--- src/rtl/pea_pkg.sv ---
// -----------------------------------------------------------------------------
// pea_pkg
//   Shared parameters and types for the PE functional-unit multiplier.
//
//   Build option:
//     MAGE_MUL_HIGH_EN  defined   -> accumulator is 2*N_BITS wide and the full
//                                    product (low and high halves) is kept.
//                       undefined -> accumulator is N_BITS wide; only the low
//                                    half of the product is produced.
//
//   Contents:
//     N_BITS, N_MUL_RADIX, N_MUL_STAGE  datapath geometry
//     MUL_DIGIT_W                       bits of b retired per stage
//     ACC_W                             accumulator width (depends on build)
//     N_MUL_REG                         number of registered stage boundaries
//     mul_stage_t                       contents of one pipeline register
//     mul_mag()                         two's-complement magnitude helper
// -----------------------------------------------------------------------------
package pea_pkg;

    localparam int N_BITS      = 32;
    localparam int N_MUL_RADIX = 16;
    localparam int N_MUL_STAGE = 8;
    localparam int MUL_DIGIT_W = $clog2(N_MUL_RADIX);

`ifdef MAGE_MUL_HIGH_EN
    localparam int ACC_W = 2 * N_BITS;
`else
    localparam int ACC_W = N_BITS;
`endif

    // Stage 0 is combinational from the operands and the last stage is
    // combinational to the outputs, so only N_MUL_STAGE-1 boundaries register.
    localparam int N_MUL_REG = N_MUL_STAGE - 1;

    // One pipeline register. The magnitudes travel with the partial sum so
    // every stage sees the same operands the op was issued with.
    typedef struct packed {
        logic              valid;
        logic              neg;
        logic [N_BITS-1:0] a_m;
        logic [N_BITS-1:0] b_m;
        logic [ACC_W-1:0]  acc;
    } mul_stage_t;

    // Magnitude of a two's-complement value as an unsigned number. The most
    // negative value maps onto 2^(N_BITS-1), which still fits unsigned.
    function automatic logic [N_BITS-1:0] mul_mag(input logic [N_BITS-1:0] x);
        return x[N_BITS-1] ? (~x + N_BITS'(1)) : x;
    endfunction

endpackage : pea_pkg

--- src/rtl/r_mul_stage.sv ---
// -----------------------------------------------------------------------------
// r_mul_stage
//   One combinational shift-add step of the multiplier. Adds the partial
//   product a * digit, weighted by the digit position, onto the running sum.
//
//   Parameters:
//     STAGE_IDX  position of the digit within b (0 = least significant)
//
//   Ports:
//     a_i      in   N_BITS       multiplicand magnitude
//     digit_i  in   MUL_DIGIT_W  digit of the multiplier magnitude
//     acc_i    in   ACC_W        running sum from the previous stage
//     acc_o    out  ACC_W        running sum including this digit
//
//   With a narrow accumulator (ACC_W == N_BITS) the partial product is
//   truncated to the low half before the add; the low half of the final sum
//   is unaffected because addition and shifting only propagate upward.
// -----------------------------------------------------------------------------
module r_mul_stage
    import pea_pkg::*;
#(
    parameter int STAGE_IDX = 0
) (
    input  logic [N_BITS-1:0]      a_i,
    input  logic [MUL_DIGIT_W-1:0] digit_i,
    input  logic [ACC_W-1:0]       acc_i,
    output logic [ACC_W-1:0]       acc_o
);

    localparam int SHIFT = STAGE_IDX * MUL_DIGIT_W;

    logic [ACC_W-1:0] a_ext;
    logic [ACC_W-1:0] digit_ext;
    logic [ACC_W-1:0] partial;

    assign a_ext     = ACC_W'(a_i);
    assign digit_ext = ACC_W'(digit_i);
    assign partial   = (a_ext * digit_ext) << SHIFT;
    assign acc_o     = acc_i + partial;

endmodule : r_mul_stage

--- src/rtl/r_mul_pipe.sv ---
// -----------------------------------------------------------------------------
// r_mul_pipe
//   Pipelined signed integer multiplier for the PE functional unit. Operands
//   are reduced to magnitudes, each of N_MUL_STAGE stages retires one radix
//   digit of b by shift-add, and the sign is restored at the output.
//
//   Build option: MAGE_MUL_HIGH_EN adds p_hi_o and widens the accumulator so
//   the full 2*N_BITS product is available. Without it only p_o exists.
//
//   Ports:
//     clk_i        in   1       clock
//     rst_n_i      in   1       asynchronous active-low reset
//     pea_ready_i  in   1       global advance; 0 freezes every register
//     en_i         in   1       operands valid this cycle
//     a_i          in   N_BITS  signed multiplicand
//     b_i          in   N_BITS  signed multiplier
//     p_o          out  N_BITS  low half of the signed product
//     p_hi_o       out  N_BITS  high half of the product (MAGE_MUL_HIGH_EN)
//     valid_o      out  1       p_o / p_hi_o hold a valid result
//
//   Flow control: an operation is accepted in a cycle where en_i=1 and
//   pea_ready_i=1. Its result is presented with valid_o=1 after exactly
//   N_MUL_STAGE-1 advancing cycles and is consumed by the first cycle with
//   pea_ready_i=1 while valid_o=1. With pea_ready_i=0 nothing moves, en_i is
//   ignored and the outputs hold. There is no backpressure other than
//   pea_ready_i; throughput is one operation per advancing cycle.
//
//   Data registers advance regardless of valid, so bubbles carry don't-care
//   data; p_o / p_hi_o are meaningful only while valid_o=1.
// -----------------------------------------------------------------------------
module r_mul_pipe
    import pea_pkg::*;
(
    input  logic              clk_i,
    input  logic              rst_n_i,
    input  logic              pea_ready_i,
    input  logic              en_i,
    input  logic [N_BITS-1:0] a_i,
    input  logic [N_BITS-1:0] b_i,
    output logic [N_BITS-1:0] p_o,
`ifdef MAGE_MUL_HIGH_EN
    output logic [N_BITS-1:0] p_hi_o,
`endif
    output logic              valid_o
);

    localparam int LAST = N_MUL_REG - 1;

    // ---------------------------------------------------------------------
    // Operand conditioning (combinational, feeds stage 0)
    // ---------------------------------------------------------------------
    logic [N_BITS-1:0] a_m0;
    logic [N_BITS-1:0] b_m0;
    logic              neg0;

    assign a_m0 = mul_mag(a_i);
    assign b_m0 = mul_mag(b_i);
    assign neg0 = a_i[N_BITS-1] ^ b_i[N_BITS-1];

    // ---------------------------------------------------------------------
    // Shift-add stages
    // ---------------------------------------------------------------------
    mul_stage_t       pipe_q    [N_MUL_REG];
    logic [ACC_W-1:0] stage_acc [N_MUL_STAGE];
    logic [ACC_W-1:0] acc_zero;

    assign acc_zero = '0;

    for (genvar k = 0; k < N_MUL_STAGE; k++) begin : g_stage
        if (k == 0) begin : g_first
            r_mul_stage #(
                .STAGE_IDX (0)
            ) u_stage (
                .a_i     (a_m0),
                .digit_i (b_m0[0 +: MUL_DIGIT_W]),
                .acc_i   (acc_zero),
                .acc_o   (stage_acc[0])
            );
        end else begin : g_rest
            r_mul_stage #(
                .STAGE_IDX (k)
            ) u_stage (
                .a_i     (pipe_q[k-1].a_m),
                .digit_i (pipe_q[k-1].b_m[k*MUL_DIGIT_W +: MUL_DIGIT_W]),
                .acc_i   (pipe_q[k-1].acc),
                .acc_o   (stage_acc[k])
            );
        end
    end

    // ---------------------------------------------------------------------
    // Pipeline registers. Everything, valid included, moves only when
    // pea_ready_i=1; reset discards whatever is in flight.
    // ---------------------------------------------------------------------
    always_ff @(posedge clk_i or negedge rst_n_i) begin
        if (!rst_n_i) begin
            for (int k = 0; k < N_MUL_REG; k++) begin
                pipe_q[k] <= '0;
            end
        end else if (pea_ready_i) begin
            pipe_q[0] <= '{valid: en_i,
                           neg:   neg0,
                           a_m:   a_m0,
                           b_m:   b_m0,
                           acc:   stage_acc[0]};
            for (int k = 1; k < N_MUL_REG; k++) begin
                pipe_q[k] <= '{valid: pipe_q[k-1].valid,
                               neg:   pipe_q[k-1].neg,
                               a_m:   pipe_q[k-1].a_m,
                               b_m:   pipe_q[k-1].b_m,
                               acc:   stage_acc[k]};
            end
        end
    end

    // ---------------------------------------------------------------------
    // Output: last stage sum with the sign restored. A zero magnitude sum
    // negates to zero, so zero operands need no special case, and a cleared
    // pipeline (neg=0, acc=0) drives zero outputs.
    // ---------------------------------------------------------------------
    logic [ACC_W-1:0] acc_last;
    logic [ACC_W-1:0] prod;

    assign acc_last = stage_acc[N_MUL_STAGE-1];
    assign prod     = pipe_q[LAST].neg ? (~acc_last + ACC_W'(1)) : acc_last;

    assign p_o     = prod[N_BITS-1:0];
    assign valid_o = pipe_q[LAST].valid;

`ifdef MAGE_MUL_HIGH_EN
    assign p_hi_o = prod[ACC_W-1:N_BITS];
`endif

    // The final stage only needs the top digit of b; the lower digits of the
    // forwarded magnitude have already been consumed upstream.
    logic unused_last_b_m;
    assign unused_last_b_m = ^pipe_q[LAST].b_m;

endmodule : r_mul_pipe

--- config.mk ---
export PLATFORM = sky130hd
export DESIGN_NAME = r_mul_pipe
export DESIGN_NICKNAME = d
export VERILOG_FILES = /design/src/rtl/pea_pkg.sv /design/src/rtl/r_mul_stage.sv /design/src/rtl/r_mul_pipe.sv
export SDC_FILE = /design/constraint.sdc
export NUM_CORES = 2
export LEC_CHECK = 0
export BUFFER_PORTS_ARGS = -buffer_cell sky130_fd_sc_hd__buf_2
export CORE_MARGIN = 10
export CORE_UTILIZATION = 50
export CTS_CLUSTER_SIZE = 16
export DETAILED_ROUTE_END_ITERATION = 8
export GPL_TIMING_DRIVEN = 0
export PLACE_DENSITY = 0.81
export SYNTH_ARGS = -nofsm -noshare
export SYNTH_HDL_FRONTEND = slang
export SYNTH_SLANG_ARGS = --single-unit
export TNS_END_PERCENT = 10
--- constraint.sdc ---
create_clock -name clk_i -period 5.9 [get_ports clk_i]
set_input_delay 0.295 -clock clk_i [delete_from_list [all_inputs] [get_ports clk_i]]
set_output_delay 0.295 -clock clk_i [all_outputs]
set_load 0.01 [all_outputs]
# ---- Word level (Yosys, flattened, before mapping)
# Cells that the tools add are included.
dict set report op_classes {
  add_sub_neg 10
  mul 8
  muxes 3
  bitwise 4
}
# operator n
set op_table {}
lappend op_table {{$add A32 B32 Y32} 7}
lappend op_table {{$add A32 B1 Y32 const B} 3}
lappend op_table {{$mux W32} 3}
lappend op_table {{$not A32 Y32} 3}
lappend op_table {{$mul A32 B4 Y12} 1}
lappend op_table {{$mul A32 B4 Y16} 1}
lappend op_table {{$mul A32 B4 Y20} 1}
lappend op_table {{$mul A32 B4 Y24} 1}
lappend op_table {{$mul A32 B4 Y28} 1}
lappend op_table {{$mul A32 B4 Y32} 1}
lappend op_table {{$mul A32 B4 Y4} 1}
lappend op_table {{$mul A32 B4 Y8} 1}
lappend op_table {{$xor A1 B1 Y1} 1}
dict set report word_totals {
  word_cells 60
  regBits 686
  output_inout_bits 33
  input_bits 68
}

# ---- Logic depth before layout (Yosys ltp)
dict set report depth {
  ltp_word 5
  ltp_mapped 28
  mapped_depth_nobuf 26
}

# ---- By module
# Synthesis repeated with hierarchy kept, for this count alone.
dict set report hier_totals {
  cells_unflattened 4545
  area_unflattened_um2 45901.5
}
# mod seq_area_each_um2 area_per_inst_um2 cells_each instances
set modules_own_cells {}
lappend modules_own_cells {r_mul_pipe 14363.8 24108.1 1737 1}
lappend modules_own_cells {{r_mul_stage (g_stage[0].g_first.u_stage)} 0.0 4740.8 587 1}
lappend modules_own_cells {{r_mul_stage (g_stage[1].g_rest.u_stage)} 0.0 4576.9 608 1}
lappend modules_own_cells {{r_mul_stage (g_stage[2].g_rest.u_stage)} 0.0 3783.6 506 1}
lappend modules_own_cells {{r_mul_stage (g_stage[3].g_rest.u_stage)} 0.0 3049.2 391 1}
lappend modules_own_cells {{r_mul_stage (g_stage[4].g_rest.u_stage)} 0.0 2394.8 311 1}
lappend modules_own_cells {{r_mul_stage (g_stage[5].g_rest.u_stage)} 0.0 1735.4 219 1}
lappend modules_own_cells {{r_mul_stage (g_stage[6].g_rest.u_stage)} 0.0 1036.0 125 1}
lappend modules_own_cells {{r_mul_stage (g_stage[7].g_rest.u_stage)} 0.0 476.7 61 1}

# ---- Worst setup path after synthesis
# Ideal clock, no wire load.
dict set report synth_path {
  path_type {flip-flop to flip-flop}
  startpoint {register pipe_q[626] in the netlist's numbering}
  endpoint {register pipe_q[520] in the netlist's numbering}
  arrival_time_ps 5771
  path_stages_with_launch 25
  synth_period_minus_slack_ps 5895
  path_buffers 2
  required_time_ps 5775
  setup_time_ps 125
  path_slack_ps 5
  path_cell_list {dfrtp_1 -> clkbuf_1 -> clkbuf_1 -> nand2_1 -> fa_1 -> fa_1 -> inv_1 -> fa_1 -> a21o_1 -> a21o_1 -> a21oi_1 -> o21ai_0 -> a21oi_1 -> xnor2_1 -> ha_1 -> a21o_1 -> a21o_1 -> a21o_1 -> a2111oi_0 -> o31ai_1 -> o2bb2ai_1 -> a211o_1 -> a31oi_1 -> xnor2_1 -> mux2_2}
}
dict set report synth_via {
  elab_chain_len 2
}
# item line_no
set synth_lines {}
lappend synth_lines {{start: declaration} r_mul_pipe.sv:63} ;# mul_stage_t pipe_q [N_MUL_REG];
lappend synth_lines {{start signal: indexed assignment} r_mul_pipe.sv:107} ;# pipe_q[k] <= '{valid: pipe_q[k-1].valid,
lappend synth_lines {{$mul A32 B4 Y28} r_mul_stage.sv:38} ;# assign partial = (a_ext * digit_ext) << SHIFT;
lappend synth_lines {{$add A32 B32 Y32} r_mul_stage.sv:39} ;# assign acc_o = acc_i + partial;
# Every way passes these cells.
# A chain may end at the register's enable or synchronous reset.

# ---- Worst setup path after layout
dict set report layout_path {
  startpoint {register pipe_q[627] in the netlist's numbering}
  endpoint {register pipe_q[520] in the netlist's numbering}
}
# Same word-level chain as after synthesis.

==> impl_metrics.ini <==
[outcome]
status = finished with violations
failed_checks = negative setup slack

[timing]
timing.fmax_mhz = 169.0
drv_slew = 0
clock-skew-final_ns = 0.02093
slew_headroom_pct = 5.273
setup_violations = 1
hold_violations = 0
grt_setup_unrepaired = true
worst_slack_ns = -0.01661
period_minus_slack_ns = 5.917
tightestPinTransition_ns = 1.421
post-route-period-util_pct = 100.3

[detailed_routing]
wl_met3_um = 6994
routed-wl-met2_um = 45100
viasPerCell = 5.666
drc_errors = 0
detail_route.wl_per_cell_um = 19.48
drt_iter0_drc = 2312
wl_met1_um = 42200
wl_um = 97060
drtAntennaViolNets = 0
vias = 28230
dr.max_layer_used = met4
drt_pass1_iterations = 6

[setup_path]
crit_fanout = 5
crit_family = compound AO/OA/AOI/OAI gates
crit_path_end_kind = flop
path_common_cell = a21o_1
worstPathArrival_ns = 6.41
required_ns = 6.39
worstPathBufferInverterCount = 5
cp-start-kind = flop
slowest_stage = fa_1
worstSetupPathType = flop to flop
critical-path-max-stage-delay_ns = 0.54

[floorplan]
die-width_um = 293.2
die_h_um = 293.2
pin_count = 101
design.core.area_sq_mm = 0.07420
fp-row-count = 100
initial_core_util_pct = 50.29
die-area_sq_mm = 0.08595

[placed_design]
gp_congestion = 0.9426
portBuffers = 99
hpwlAfterDp_um = 74320

[logic_synthesis]
ys_async_sr_fraction_pct = 100.0
synth_edf_count = 0
synth_area_sq_mm = 0.03731
yosysUniqueCellTypes = 71
synth.avg_cell_area_sq_um = 9.903
ys_seq_area_share_pct = 30.98
netlist_instances = 3768
synth_ff_type = dfrtp_1
syn_nets = 4327
ys_ff_latch = 462
yosysWarnings = 0

[clocking]
clk_path_buf_depth = 3
path_clk_slew_ns = 0.07
cts_tree = done
clk_latency_ns = 0.62
clockRootBuffer = clkbuf_16
cts_made_buffers = 50
cts_htree_levels = 2
cts.sinks = 462

[global_routing]
overflow = 0
grt_pass1_vias = 28030
grt_max_degree = 130
grt_pass1_wl_um = 152800
grt_util_all_layers_pct = 22.07
antenna_found_initial = 1

[cells_and_area]
nFillCells = 6066
multiInputGateArea_sq_mm = 0.02437
regArea_sq_mm = 0.01157
nets = 4531
layout-drive-gt1-share_pct = 19.60
areaGrowthSynthToFinish_pct = 12.69
final_core_util_pct = 56.67

[min_path]
hold_class = input pin to flop

[flow_run]
max_cap_violations = 0
[metrics by stage]
| step | setup WS, ns | hold slack, ns | TNS, ns | area (sq um) | std cells |
|---|---|---|---|---|---|
| 2_1_floorplan | 0.004719 | -0.0005911 | 0 | 37310 | 3768 |
| 3_3_place_gp | -4.540 | 0.4750 | -2082.05 | 39020 | 4836 |
| 3_5_place_dp | -1.710 | 0.3915 | -23.81 | 39110 | 4839 |
| 4_1_cts | -0.07565 | 0.006121 | -0.07565 | 41250 | 4943 |
| 5_1_grt | -0.2097 | 0.03841 | -1.469 | 42040 | 4980 |
| 6_report | -0.01661 | 0.02639 | -0.01661 | 42050 | 4983 |
[path summary, 6_finish.rpt]
| check | slack (ns) | end | from | cells past startpoint |
|---|---|---|---|---|
| setup / recovery | -0.02 | pipe_q[520]$_DFFE_PN0P_ | pipe_q[627]$_DFFE_PN0P_ | 26 |
| hold / removal | 0.03 | pipe_q[648]$_DFFE_PN0P_ | b_i[28] | 3 |
| setup reg to reg | -0.02 | pipe_q[520]$_DFFE_PN0P_ | pipe_q[627]$_DFFE_PN0P_ | 26 |
| hold reg to reg | 0.49 | pipe_q[113]$_DFFE_PN0P_ | pipe_q[211]$_DFFE_PN0P_ | 1 |
| max in group asynchronous | 3.86 | pipe_q[608]$_DFFE_PN0P_ | rst_n_i | 4 |
| min in group asynchronous | 0.33 | pipe_q[65]$_DFFE_PN0P_ | rst_n_i | 2 |
[flip-flops by register name, indices dropped and copies added, names as in the netlist]
name     count
pipe_q     461
valid_o      1
[final cells by class]
class	instances	share of cell area (%)
multi-input combinational	2796	57.97
clock buffer	63	3.258
tap	969	2.883
timing repair buffer	158	2.598
antenna	3	0.01785
buffer	112	1.324
clock inverter	28	0.9255
sequential	462	27.53
inverter	392	3.499
[what timing repair did]
action,4_1_cts,5_1_grt
hold buffers,2,0
setup buffers,16,37
hold endpoints to repair,97,0
setup endpoints to repair,30,25
pin swaps,13,59
resized for setup,64,125
cloned,0,2
[placed cells by master (no fill, tap or decap), types with 14 or more instances in the layout]
cell type  count
clkbuf_1      91
o31ai_1       27
nor3_1        32
nor2_1       158
a31oi_1       14
ha_1         235
dfrtp_1      452
o211ai_1      17
xor2_1        75
or3_1         22
and2_1       225
inv_1        386
nand2b_1      23
a21oi_1      174
buf_2        101
o21ai_0      110
xnor2_1      231
a21o_1        70
o21a_1        19
buf_4         47
a211oi_1      14
o21bai_1      31
or4_1         14
nand2_1      403
nand3_1       34
clkbuf_16     52
mux2_2       401
nor2b_1       17
fa_1         235
[worst register-to-register path: cells and delay by family (launching register included)]
family | cells | cell delay (ns)
flops | 1 | 0.46
buf+inv | 5 | 0.66
xor+xnor | 1 | 0.09
mux | 1 | 0.26
compound gates | 12 | 2.39
fa+ha+maj | 4 | 1.56
simple gates | 3 | 0.38
[cell families after synthesis]
logic type | count (synthesis) | share of synthesized area (%)
compound gates | 592 | 10.03
xor+xnor | 314 | 7.407
fa+ha+maj | 491 | 21.25
buf+inv | 510 | 5.141
flops | 462 | 30.98
mux | 405 | 12.24
simple gates | 994 | 12.95
[Yosys cell counts (all sizes together), types with 16 or more instances]
cell    count  area [sq um]
xnor2     238          2085
clkbuf    112         420.4
o31ai      32         240.2
nor2b      17         106.4
inv       392          1471
a21o       70         525.5
a211oi     19         142.6
o21ai     126         630.6
or4        19         157.7
nand2b     23         143.9
o21a       19         142.6
dfrtp     462         11560
a31oi      16         100.1
ha        253          3166
nor3       36         202.7
and2      227          1420
nor2      159         596.8
o211ai     17         127.6
fa        238          4765
nand3      35         175.2
xor2       75         656.9
mux2      403          4546
o21bai     33         247.7
a21oi     187         935.9
or3        23         145.1
nand2     404          1516
[routing by layer]
| layer | vias to the layer above | GRT usage (%) |
|---|---|---|
| met5 | - | 0 |
| met4 | 0 | 6.392 |
| met3 | 163 | 4.279 |
| met2 | 898 | 35.96 |
| met1 | 14080 | 29.58 |
| li1 | 13100 | - |
Power is left out: the tool's default activity adds up to more than one toggle a clock period on the data nets, which glitch-free logic cannot reach.
